$ cat src/rtl/amp_pkg.sv
// Shared amplitude-path types and defaults.
// Used by the gain ramp and the gain apply pipeline.
package amp_pkg;

   localparam int DATA_W_DEF        = 16;
   localparam int NUM_GAIN_STEP_DEF = 3;
   localparam int GAIN_RESET        = 1;

   typedef enum logic [1:0] {
      TRACK,
      RAMP_UP,
      RAMP_DOWN
   } ramp_state_e;

endpackage

$ cat src/rtl/gain_ramp.sv
// Slews the applied gain one step per accepted sample
// toward the requested target gain.
module gain_ramp
   import amp_pkg::*;
#(
   parameter int GW = NUM_GAIN_STEP_DEF + 1
) (
   input  logic          i_clk,
   input  logic          i_rst,
   input  logic [GW-1:0] i_gain,
   input  logic          i_step_en,
   output logic [GW-1:0] o_gain_active
);

   logic [GW-1:0] gain_q;
   logic [GW-1:0] gain_d;
   ramp_state_e   state;

   always_ff @(posedge i_clk) begin
      if (i_rst) begin
         gain_q <= GW'(GAIN_RESET);
      end else begin
         gain_q <= gain_d;
      end
   end

   // State follows the live target, so a retarget takes effect at once.
   always_comb begin
      state  = TRACK;
      gain_d = gain_q;
      unique case (1'b1)
         ($signed(gain_q) < $signed(i_gain)): state = RAMP_UP;
         ($signed(gain_q) > $signed(i_gain)): state = RAMP_DOWN;
         default:                             state = TRACK;
      endcase
      if (i_step_en) begin
         unique case (state)
            RAMP_UP:   gain_d = gain_q + GW'(1);
            RAMP_DOWN: gain_d = gain_q - GW'(1);
            default:   gain_d = gain_q;
         endcase
      end
   end

   assign o_gain_active = gain_q;

endmodule

$ cat src/rtl/gain_apply_ramp.sv
// Two-stage gain multiply with saturation; the applied gain
// ramps toward the target one step per accepted sample.
module gain_apply_ramp
   import amp_pkg::*;
#(
   parameter int DATA_W        = DATA_W_DEF,
   parameter int NUM_GAIN_STEP = NUM_GAIN_STEP_DEF
) (
   input  logic                   i_clk,
   input  logic                   i_rst,
   input  logic [NUM_GAIN_STEP:0] i_gain,
   input  logic [DATA_W-1:0]      i_sample,
   input  logic                   i_valid,
   output logic                   o_ready,
   output logic [DATA_W-1:0]      o_sample,
   output logic                   o_valid,
   input  logic                   i_ready,
   output logic                   o_clip,
   output logic [NUM_GAIN_STEP:0] o_gain_active
);

   localparam int GW = NUM_GAIN_STEP + 1;
   localparam int PW = DATA_W + GW;

   logic                     adv;
   logic                     xfer;
   logic [GW-1:0]            gain_active;
   logic signed [DATA_W-1:0] smp_s;
   logic signed [GW-1:0]     gain_s;
   logic signed [PW-1:0]     prod_d;
   logic signed [PW-1:0]     prod_q;
   logic                     v1_q;
   logic                     v2_q;
   logic                     ovf;
   logic [DATA_W-1:0]        sat_d;

   assign adv  = i_ready | ~v2_q;
   assign xfer = i_valid & adv;

   gain_ramp #(
      .GW(GW)
   ) u_ramp (
      .i_clk        (i_clk),
      .i_rst        (i_rst),
      .i_gain       (i_gain),
      .i_step_en    (xfer),
      .o_gain_active(gain_active)
   );

   assign smp_s  = i_sample;
   assign gain_s = gain_active;
   assign prod_d = smp_s * gain_s;

   // Fits in DATA_W only if all bits from the output sign bit up agree.
   always_comb begin
      ovf   = ~((&prod_q[PW-1:DATA_W-1]) | ~(|prod_q[PW-1:DATA_W-1]));
      sat_d = prod_q[DATA_W-1:0];
      if (ovf) begin
         sat_d = prod_q[PW-1] ? {1'b1, {(DATA_W-1){1'b0}}}
                              : {1'b0, {(DATA_W-1){1'b1}}};
      end
   end

   always_ff @(posedge i_clk) begin
      if (i_rst) begin
         v1_q     <= 1'b0;
         v2_q     <= 1'b0;
         prod_q   <= '0;
         o_sample <= '0;
         o_clip   <= 1'b0;
      end else if (adv) begin
         v1_q     <= i_valid;
         prod_q   <= prod_d;
         v2_q     <= v1_q;
         o_sample <= sat_d;
         o_clip   <= v1_q & ovf;
      end
   end

   assign o_ready       = adv;
   assign o_valid       = v2_q;
   assign o_gain_active = gain_active;

endmodule

$ cat config.mk
export PLATFORM = sky130hd
export DESIGN_NAME = gain_apply_ramp
export DESIGN_NICKNAME = d
export VERILOG_FILES = /design/src/rtl/amp_pkg.sv /design/src/rtl/gain_ramp.sv /design/src/rtl/gain_apply_ramp.sv
export SDC_FILE = /design/constraint.sdc
export NUM_CORES = 1
export LEC_CHECK = 0
export ABC_CLOCK_PERIOD_IN_PS = 5560
export CORE_MARGIN = 8
export CORE_UTILIZATION = 38
export CTS_CLUSTER_SIZE = 14
export DETAILED_ROUTE_END_ITERATION = 8
export GPL_TIMING_DRIVEN = 0
export SETUP_SLACK_MARGIN = 0.15
export SLEW_MARGIN = 20
export SYNTH_ARGS = -nofsm -noshare
export SYNTH_HDL_FRONTEND = slang
export SYNTH_SLANG_ARGS = --single-unit
$ cat constraint.sdc
create_clock -name i_clk -period 5.56 [get_ports i_clk]
set_clock_uncertainty 0.15 [all_clocks]
set_input_delay 1.112 -clock i_clk [delete_from_list [all_inputs] [get_ports i_clk]]
set_output_delay 1.112 -clock i_clk [all_outputs]
set_load 0.05 [all_outputs]
==> results.json <==
{
  "p_per_area_nw_per_um2": 497,
  "postCtsSetupBuffers": 0,
  "clkTransAtPathRegs_ns": 0.08,
  "fill_cells": 1072,
  "maxCapViolCount": 0,
  "power_leakage_nw": 2.07,
  "antenna_found_initial": 0,
  "grt_pass1_wl_um": 15400,
  "grt_overflow": 0,
  "first_pass_iters": 4,
  "dp_slack_ns": 0.146,
  "nNetsFinal": 592,
  "drc": 0,
  "finalSetupViolations": 0,
  "dieArea_um2": 13700,
  "crit_top_cell": "fa_1",
  "syn-instance-count": 439,
  "cts.hold.buffers_added": 0,
  "rsz0062_at_grt": "false",
  "synth_flop_cell": "dfxtp_1",
  "drtIter0Drc": 172,
  "critPathKind": "input port to flop",
  "die_h_um": 117,
  "clockBufferDepth": 2,
  "rows": 37,
  "worstPathArrival_ns": 5.14,
  "syn_nets": 539,
  "r2r_setup_slack_ns": 0.87,
  "synth_edf_count": 0,
  "status": "completed",
  "initial_utilization_pct": 38.3,
  "min_period_ns": 5.10,
  "gp_congestion": 0.809,
  "port_buffers": 46,
  "fin_setup_tns_ns": 0,
  "setup_slack_ns": 0.463,
  "first_global_vias": 3305,
  "crit_chain": "clkdlybuf4s50_1, nand2b_1, fa_1, fa_1, inv_1, fa_1, ha_1, fa_1, a21oi_1, o221ai_1, nand3_1, o211ai_1, xnor2_1, a22o_1",
  "maxSlewViolCount": 0,
  "insertion_delay_ns": 0.30,
  "synthesis.area_um2": 3870,
  "antenna_left": 0,
  "cts.htree.levels": 2,
  "antenna_cells": 0,
  "wirelength_um": 8940,
  "required_ns": 5.60,
  "ff2ff_path_depth": 14,
  "yosysTopAreaCell": "dfxtp_1",
  "io_pins": 47,
  "synthTopCellsByArea": "dfxtp_1 (22%), fa_1 (18%), ha_1 (14%), and2_1 (7.1%), a21oi_1 (5.8%)",
  "wl_per_cell_um": 14.2,
  "cts_tree": "done",
  "coreArea_um2": 10100,
  "crit_family": "adder cells",
  "r2r-start": "u_ramp.o_gain_active[2]",
  "vias": 3211,
  "grt_max_degree": 15,
  "vdd_drop_max_v": 0.000150,
  "ys_warn_count": 0,
  "yosys_register_bits": 43,
  "hold_start": "prod_q[3]",
  "synth_top_area_share_pct": 22.3,
  "tightest_slew_ns": 0.566,
  "max_freq_ghz": 0.196,
  "slew_headroom_pct": 62.2,
  "hold_path_class": "flop to flop",
  "fin_crit_sh_pct": 91.7,
  "hold_viol_final": 0,
  "cp_slowest_cell": "fa_1",
  "cts_root_buf": "clkbuf_8",
  "area_growth_pct": 18.6,
  "drive_gt1_share_pct": 3.45,
  "hpwlAfterDp_um": 7280,
  "track_usage_pct": 14.0,
  "cp_num_buf_inv": 2,
  "clock-sinks": 43,
  "regToRegEndpoint": "prod_q[19]",
  "slowest_delay_ns": 0.55,
  "numCtsBuffers": 5,
  "crit_path_end_kind": "flop",
  "ys_seq_area_share_pct": 22.3,
  "async_flop_share_pct": 0,
  "post_cts_resized": 0,
  "die_w_um": 117,
  "viasPerCell": 5.10,
  "hold_path_depth": 2,
  "start_kind": "input port",
  "syn_area_per_cell_um2": 8.81,
  "synth_cell_types": 45,
  "min_to": "prod_q[3]",
  "crit_path_max_fanout": 4,
  "cp.depth": 14
}
-- state kept, by name, indices dropped and copies added (netlist names) --
signal                cells
prod_q                   20
o_sample                 16
u_ramp.o_gain_active      4
o_clip                    1
o_valid                   1
v1_q                      1
-- layer usage --
layer  routed length, µm  track usage (%)
met1                4460             18.7
met2                4060             23.5
met3                 301             1.54
met4                 117             3.41
met5                   0                0
-- stage by stage --
| step | power (mW) | cell area [µm²] | hold slack, ns | util [%] | cells |
|---|---|---|---|---|---|
| after floorplan | 1.70 | 3870 | 0.282 | - | 439 |
| after global placement | 2.07 | 4500 | 0.291 | 44.6 | 621 |
| after detailed placement | 2.09 | 4500 | 0.297 | 44.6 | 621 |
| after CTS | 2.31 | 4590 | 0.308 | 45.5 | 629 |
| after global routing | 2.53 | 4590 | 0.329 | 45.5 | 629 |
| final | 2.28 | 4590 | 0.304 | 45.5 | 629 |
-- kinds of logic after synthesis --
logic type	after synthesis	synth area share, %
buf+inv	39	4.08
mux	4	1.10
compound gates	97	15.8
simple gates	165	22.2
xor+xnor	15	3.40
fa+ha+maj	76	31.2
flops	43	22.3
-- final cells by class --
type	instances	area, µm²	area share (%)
multi-input combinational	357	2850	62.1
sequential	43	861	18.8
timing repair buffer	46	460	10.0
tap	136	170	3.71
buffer	19	82.6	1.80
inverter	20	75.1	1.64
clock buffer	5	68.8	1.50
clock inverter	3	20.0	0.436
-- worst register-to-register path: stages, from the launching register on --
cell	delay (ns)
dfxtp_1	0.61
clkbuf_1	0.36
nand2_1	0.13
fa_1	0.50
fa_1	0.55
inv_1	0.05
fa_1	0.46
ha_1	0.24
fa_1	0.41
a21oi_1	0.26
o221ai_1	0.20
nand3_1	0.20
o211ai_1	0.13
xnor2_1	0.16
a22o_1	0.18
-- synthesized netlist by cell type, types with 4 or more instances --
master,n
ha_1,42
a31oi_1,4
a211o_1,4
inv_1,20
nand2_1,41
nand3_1,11
dfxtp_1,43
nor3_1,11
a21oi_1,45
and2_1,44
and3_1,4
o21ai_0,12
nand4_1,4
clkbuf_1,14
a211oi_1,8
fa_1,34
xnor2_1,12
nor2b_1,18
nor2_1,22
-- worst max path at each step --
| stage | startpoint | endpoint | slack, ns |
|---|---|---|---|
| after floorplan | i_sample[0] | prod_q[19] | 0.93 |
| after global placement | i_sample[0] | prod_q[19] | 0.16 |
| after detailed placement | i_sample[0] | prod_q[19] | 0.15 |
| after CTS | i_sample[0] | prod_q[17] | 0.46 |
| after global routing | i_sample[0] | prod_q[17] | 0.27 |
| final | i_sample[0] | prod_q[19] | 0.46 |
-- report_power, final --
| part | leakage, nW | switching (mW) | internal, mW |
|---|---|---|---|
| registers | 0.358 | 0.0785 | 0.421 |
| clock network | 0.0402 | 0.111 | 0.0874 |
| logic | 1.67 | 0.930 | 0.654 |
| total | 2.07 | 1.12 | 1.16 |
-- cells in the final DEF, fill, tap and decap left out, drive strengths merged, types with 2 or more instances in the layout --
master	synthesis	final
nor2	23	23
nand3	11	11
or3	2	2
inv	20	20
o2111ai	3	3
a31oi	4	4
and2	44	44
a211o	4	4
o21ai	14	14
clkinvlp	0	2
xnor2	12	12
nor3	11	11
dfxtp	43	43
ha	42	42
fa	34	34
a41oi	2	2
clkbuf	14	19
o211ai	2	2
nand2	41	41
a21o	3	3
clkdlybuf4s50	0	46
a21oi	45	45
o21bai	2	2
mux2i	2	2
nand4	4	4
nor2b	18	18
xor2	3	3
and3	4	4
o31ai	3	3
a211oi	10	10
mux2	2	2
buf	5	5
a22o	2	2
or4	4	4
Power figures use the tool's default switching activity.
